$ cat src/rtl/eth_disp_ctrl_pkg.sv
// Shared definitions for the Ethernet display controller and the receive path
// that produces its command bytes: mode encodings, command bytes, decode helper.
package eth_disp_ctrl_pkg;

  typedef enum logic [2:0] {
    MODE_IDLE   = 3'd0,
    MODE_UP     = 3'd1,
    MODE_DOWN   = 3'd2,
    MODE_BLINK  = 3'd3,
    MODE_ROTATE = 3'd4
  } mode_e;

  localparam logic [7:0] CMD_IDLE   = 8'h00;
  localparam logic [7:0] CMD_UP     = 8'hAA;
  localparam logic [7:0] CMD_DOWN   = 8'hDD;
  localparam logic [7:0] CMD_BLINK  = 8'hBB;
  localparam logic [7:0] CMD_ROTATE = 8'hCC;

  // Glyph shown for digit 0; also the segment reset pattern.
  localparam logic [6:0] SEG_ZERO = 7'b1000000;

  typedef struct packed {
    logic  hit;
    mode_e mode;
  } cmd_dec_t;

  // Map a command byte to its mode; hit is low for bytes that are not commands.
  function automatic cmd_dec_t decode_cmd(input logic [7:0] data);
    cmd_dec_t r;
    r.hit  = 1'b1;
    r.mode = MODE_IDLE;
    case (data)
      CMD_IDLE:   r.mode = MODE_IDLE;
      CMD_UP:     r.mode = MODE_UP;
      CMD_DOWN:   r.mode = MODE_DOWN;
      CMD_BLINK:  r.mode = MODE_BLINK;
      CMD_ROTATE: r.mode = MODE_ROTATE;
      default:    r.hit  = 1'b0;
    endcase
    return r;
  endfunction

endpackage

$ cat src/rtl/eth_disp_ctrl_hex_to_seg.sv
// Hex nibble to common-anode seven-segment glyph, segments ordered {g..a}, active-low.
module hex_to_seg (
  input  logic [3:0] hex_i,
  output logic [6:0] seg_o
);

  // Combinational font lookup.
  always_comb begin
    case (hex_i)
      4'h0:    seg_o = 7'b1000000;
      4'h1:    seg_o = 7'b1111001;
      4'h2:    seg_o = 7'b0100100;
      4'h3:    seg_o = 7'b0110000;
      4'h4:    seg_o = 7'b0011001;
      4'h5:    seg_o = 7'b0010010;
      4'h6:    seg_o = 7'b0000010;
      4'h7:    seg_o = 7'b1111000;
      4'h8:    seg_o = 7'b0000000;
      4'h9:    seg_o = 7'b0010000;
      4'hA:    seg_o = 7'b0001000;
      4'hB:    seg_o = 7'b0000011;
      4'hC:    seg_o = 7'b1000110;
      4'hD:    seg_o = 7'b0100001;
      4'hE:    seg_o = 7'b0000110;
      4'hF:    seg_o = 7'b0001110;
      default: seg_o = 7'b1111111;
    endcase
  end

endmodule

$ cat src/rtl/eth_disp_ctrl.sv
// Command-driven display controller: a mode set by Ethernet command bytes drives
// a hex counter shown on a multiplexed seven-segment display and an LED pattern.
module eth_disp_ctrl
  import eth_disp_ctrl_pkg::*;
#(
  parameter int TICK_CYCLES = 60_000_000,
  parameter int SCAN_CYCLES = 50_000,
  parameter int DIGITS      = 4,
  parameter int LED_W       = 4
) (
  input  logic              clk,
  input  logic              rst_n,
  input  logic [7:0]        eth_data,
  input  logic              eth_valid,
  input  logic              flag,
  output logic [6:0]        seg,
  output logic [DIGITS-1:0] sel,
  output logic [LED_W-1:0]  led,
  output logic [2:0]        mode
);

  localparam int TW = (TICK_CYCLES > 1) ? $clog2(TICK_CYCLES) : 1;
  localparam int SW = (SCAN_CYCLES > 1) ? $clog2(SCAN_CYCLES) : 1;
  localparam int DW = (DIGITS > 1) ? $clog2(DIGITS) : 1;
  localparam int VW = 4 * DIGITS;
  localparam logic [LED_W-1:0] LED_MSB = {1'b1, {(LED_W-1){1'b0}}};

  logic [TW-1:0]     tick_cnt_q;
  logic [SW-1:0]     scan_cnt_q;
  logic [DW-1:0]     idx_q;
  logic [VW-1:0]     value_q, value_d;
  logic [LED_W-1:0]  led_q, led_d;
  mode_e             mode_q, mode_d;
  logic [6:0]        seg_q;
  logic [DIGITS-1:0] sel_q;

  logic              tick_s;
  logic              scan_wrap_s;
  cmd_dec_t          cmd_s;
  logic              cmd_take_s;
  logic [3:0]        nibble_s;
  logic [6:0]        glyph_s;

  // Timer wrap strobes, command acceptance and the nibble under the scan index.
  always_comb begin
    tick_s      = (tick_cnt_q == TW'(TICK_CYCLES - 1));
    scan_wrap_s = (scan_cnt_q == SW'(SCAN_CYCLES - 1));
    cmd_s       = decode_cmd(eth_data);
    // Only a command that actually changes mode has any effect.
    cmd_take_s  = eth_valid && cmd_s.hit && (cmd_s.mode != mode_q);
    nibble_s    = 4'(value_q >> {idx_q, 2'b00});
  end

  hex_to_seg u_hex_to_seg (
    .hex_i (nibble_s),
    .seg_o (glyph_s)
  );

  // Next mode, counter value and LED pattern; flag wins over commands and ticks.
  always_comb begin
    mode_d  = mode_q;
    value_d = value_q;
    led_d   = led_q;
    if (flag) begin
      value_d = '0;
      led_d   = '0;
    end else begin
      if (tick_s && (mode_q == MODE_UP)) begin
        value_d = value_q + VW'(1);
      end else if (tick_s && (mode_q == MODE_DOWN)) begin
        value_d = value_q - VW'(1);
      end else begin
        value_d = value_q;
      end
      if (cmd_take_s) begin
        mode_d = cmd_s.mode;
        led_d  = '0;
      end else begin
        case (mode_q)
          MODE_BLINK:  led_d = tick_s ? ~led_q : led_q;
          MODE_ROTATE: begin
            // A degenerate pattern (none or all lit) is reseeded immediately.
            if ((~|led_q) || (&led_q)) begin
              led_d = LED_MSB;
            end else if (tick_s) begin
              led_d = {led_q[0], led_q[LED_W-1:1]};
            end else begin
              led_d = led_q;
            end
          end
          default:     led_d = '0;
        endcase
      end
    end
  end

  // Mode state machine with its counter value and LED pattern.
  always_ff @(posedge clk) begin
    if (!rst_n) begin
      mode_q  <= MODE_IDLE;
      value_q <= '0;
      led_q   <= '0;
    end else begin
      mode_q  <= mode_d;
      value_q <= value_d;
      led_q   <= led_d;
    end
  end

  // Update-tick timer, scan-slot timer and digit index.
  always_ff @(posedge clk) begin
    if (!rst_n) begin
      tick_cnt_q <= '0;
      scan_cnt_q <= '0;
      idx_q      <= '0;
    end else begin
      if (flag || tick_s) begin
        tick_cnt_q <= '0;
      end else begin
        tick_cnt_q <= tick_cnt_q + TW'(1);
      end
      if (flag || scan_wrap_s) begin
        scan_cnt_q <= '0;
      end else begin
        scan_cnt_q <= scan_cnt_q + SW'(1);
      end
      // The digit index is not part of the flag clear; it keeps scanning.
      if (scan_wrap_s) begin
        idx_q <= (idx_q == DW'(DIGITS - 1)) ? '0 : idx_q + DW'(1);
      end else begin
        idx_q <= idx_q;
      end
    end
  end

  // Registered digit select and segment drive for the current index.
  always_ff @(posedge clk) begin
    if (!rst_n) begin
      seg_q <= SEG_ZERO;
      sel_q <= ~(DIGITS'(1));
    end else begin
      seg_q <= glyph_s;
      sel_q <= ~(DIGITS'(1) << idx_q);
    end
  end

  assign seg  = seg_q;
  assign sel  = sel_q;
  assign led  = led_q;
  assign mode = mode_q;

endmodule

$ cat config.mk
export PLATFORM = sky130hd
export DESIGN_NAME = eth_disp_ctrl
export DESIGN_NICKNAME = d
export VERILOG_FILES = /design/src/rtl/eth_disp_ctrl_pkg.sv /design/src/rtl/eth_disp_ctrl_hex_to_seg.sv /design/src/rtl/eth_disp_ctrl.sv
export SDC_FILE = /design/constraint.sdc
export NUM_CORES = 1
export LEC_CHECK = 0
export CAP_MARGIN = 40
export CORE_ASPECT_RATIO = 1.1
export CORE_MARGIN = 3
export CORE_UTILIZATION = 45
export DETAILED_ROUTE_END_ITERATION = 12
export HOLD_SLACK_MARGIN = 0.06
export PLACE_DENSITY = 0.69
export SKIP_CTS_REPAIR_TIMING = 1
export SLEW_MARGIN = 25
export SYNTH_ARGS = -nofsm -noshare
export SYNTH_HDL_FRONTEND = slang
export SYNTH_SLANG_ARGS = --single-unit
export TNS_END_PERCENT = 20
$ cat constraint.sdc
create_clock -name clk -period 6 [get_ports clk]
set_input_delay 0.6 -clock clk [delete_from_list [all_inputs] [get_ports clk]]
set_output_delay 0.6 -clock clk [all_outputs]
set_load 0.03 [all_outputs]
==> reports/qor.yml <==
cts.sinks: 78
ir_worst_vdd_mv: 0.1643
start_util_pct: 46.49
p_total_mw: 1.026
crit_type: "register to register"
grt_overflow: 0
rows: 38
setup-tns-final_ns: 0
setup_viol: 0
final_util_pct: 52.73
synthAdderAreaFrac_pct: 7.746
synth_top_cell_by_area: "dfxtp_1"
worst_hold_path_type: "register to register"
synth_top_family_by_area: "simple AND/OR/NAND/NOR gates"
die_w_um: 102.6
grt_pass1_vias: 3739
hpwl_um: 7153
die_area_um2: 11520
placed_area_um2: 4982
rrSetupSlack_ns: 2.49
drc: 0
crit_fanout: 16
root_buffer: "clkbuf_8"
htreeDepth: 3
layoutNonFillerInstCount: 699
use_met1_pct: 23.00
grt_usage_pct: 17.78
layout_setup_ws_ns: 2.489
synthXorXnorAreaFrac_pct: 8.153
finalClockSkew_ns: 0.004930
leakage_nw: 1.863
yosys_warnings: 0
synth_area_leaders: "dfxtp_1, nor2_1, ha_1, xnor2_1, nand2_1"
ant_nets: 0
busiest_layer: "met2"
initialDrtViolationCount: 303
drv_slew: 0
relSlewSlack_pct: 48.40
nFillCells: 924
grt_pass1_wl_um: 16790
die_h_um: 112.3
register_area_um2: 1562
crit_required_ns: 6.27
critPathCaptureType: "register"
tritoncts: "yes"
synth_edf_count: 0
dr.pass1.iters: 4
tightest_slew_ns: 0.7721
gp_congestion: 0.9008
portBuffers: 29
synth.cell_area_um2: 4619
status: "finished, final reports clean"
p_per_area_nw_per_um2: 195.8
clk_path_buf_depth: 2
synth_top_area_share_pct: 33.80
io_pins: 30
min_period_ns: 3.511
multi_input_area_um2: 2905
syn-num-nets: 594
min_period_over_period_pct: 58.52
most-common-layout-cells: "nor2_1, dfxtp_1, nand2_1"
mostFrequentLayoutCell: "nor2_1"
drt-total-wl_um: 9826
synthSimpleGateAreaFrac_pct: 30.23
hold_slack_ns: 0.4673
path_clk_slew_ns: 0.08
finalNetCount: 614
synth_cells: 554
fin_area_um2: 5240
synthArstFlopShare_pct: 0
grt_max_degree: 25
synth_compound_area_share_pct: 12.38
clk_latency_ns: 0.35
synth_mux_area_share_pct: 4.388
numCtsBuffers: 9
vias: 3931
wl_per_cell_um: 14.06
via_per_inst: 5.624
cp-start-kind: "register"
yosysUniqueCellTypes: 67
antenna_found_initial: 0
core_um2: 9937
numPlacedInstances: 682
antennaDiodeCount: 0
area_delta_synth_final_pct: 13.43
max_freq_ghz: 0.2848
drive_above_1_share_pct: 7.081
gr-usage-met2_pct: 29.37
synth_seq_cells: 78
hold_violations: 0
yosysSeqAreaShare_pct: 33.80
grtUsageMet3_pct: 3.915
syn_avg_cell_area_um2: 8.338
cp_data_arrival_time_ns: 3.78
place_ws_ns: 1.928
rsz0062_at_grt: "false"
drv_cap: 0
ys.flop_type: "dfxtp_1"
## worst max-delay path, cell delays in order, from the launching register on
cell and delay, ns:
dfxtp_1 0.37, or4b_1 0.52, and4bb_4 0.35, nand4_1 0.11, buf_6 0.20, ha_1 0.32, nor2b_1 0.17, o31a_1 0.29
o311ai_0 0.61, nand2_1 0.14, xnor2_1 0.16, o31ai_1 0.18
## sequential cells by signal, indices dropped and copies added, names as in the netlist
| signal | count |
|---|---|
| led | 4 |
| value_q | 16 |
| idx_q | 2 |
| mode | 3 |
| seg | 7 |
| scan_cnt_q | 16 |
| tick_cnt_q | 26 |
| sel | 4 |
## kinds of logic after synthesis
kind of cell               after synthesis
and+or+nand+nor                        269
AOI/OAI and AO/OA                       86
DFF                                     78
xor gates and xnor gates                43
buffers and inverters                   36
adders and majority gates               28
muxes                                   14
## synthesized netlist by cell type (2+ instances only)
| cell type | instances |
|---|---|
| nor2_1 | 96 |
| dfxtp_1 | 78 |
| nand2_1 | 47 |
| a21oi_1 | 27 |
| ha_1 | 27 |
| nand3_1 | 26 |
| xnor2_1 | 23 |
| xor2_1 | 20 |
| and3_1 | 14 |
| clkbuf_1 | 14 |
| nor3_1 | 14 |
| nand4_1 | 13 |
| inv_1 | 12 |
| o21ai_0 | 12 |
| a211oi_1 | 10 |
| mux2i_1 | 9 |
| a31oi_1 | 7 |
| and2_1 | 7 |
| buf_2 | 7 |
| and4_1 | 6 |
| or3_1 | 6 |
| mux4_2 | 5 |
| nor3b_1 | 5 |
| nor2b_1 | 4 |
| or2_2 | 4 |
| a21o_1 | 3 |
| nand2b_1 | 3 |
| nand3b_1 | 3 |
| nor4b_1 | 3 |
| o21a_1 | 3 |
| o31ai_1 | 3 |
| a2111oi_0 | 2 |
| a211o_1 | 2 |
| a32oi_1 | 2 |
| nand4bb_1 | 2 |
| nor4_2 | 2 |
| o211ai_1 | 2 |
| or4_1 | 2 |
## layer usage
metal,wire (um),vias up,share of wire (%)
met5,0,-,0
met1,4523,1828,46
li1,-,2016,-
met4,141,0,1.4
met2,4832,72,49
met3,329,15,3.3
## layout make-up
type	instances	area share, %
Inverter	12	0.8596
Tap cell	120	2.865
Clock inverter	6	2.077
Multi-Input combinational cell	440	55.44
Clock buffer	10	2.627
Sequential cell	78	29.80
Timing Repair Buffer	33	6.328
## path summary, 6_finish.rpt
path,end,start,depth (start not counted)
worst max register to register,value_q[10]$_SDFFE_PP0P_,tick_cnt_q[18]$_SDFF_PP0_,11
worst min-delay path,scan_cnt_q[0]$_SDFF_PP0_,scan_cnt_q[0]$_SDFF_PP0_,1
worst max-delay path,value_q[10]$_SDFFE_PP0P_,tick_cnt_q[18]$_SDFF_PP0_,11
worst min register to register,scan_cnt_q[0]$_SDFF_PP0_,scan_cnt_q[0]$_SDFF_PP0_,1
## where the power goes
group	internal [mW]	switching [mW]	total [mW]
Clock	0.287	0.189	0.476
Sequential	0.518	0.00113	0.520
Combinational	0.0118	0.0184	0.0302
Total	0.817	0.209	1.03
Note: power is estimated with default switching activity, not from simulation.
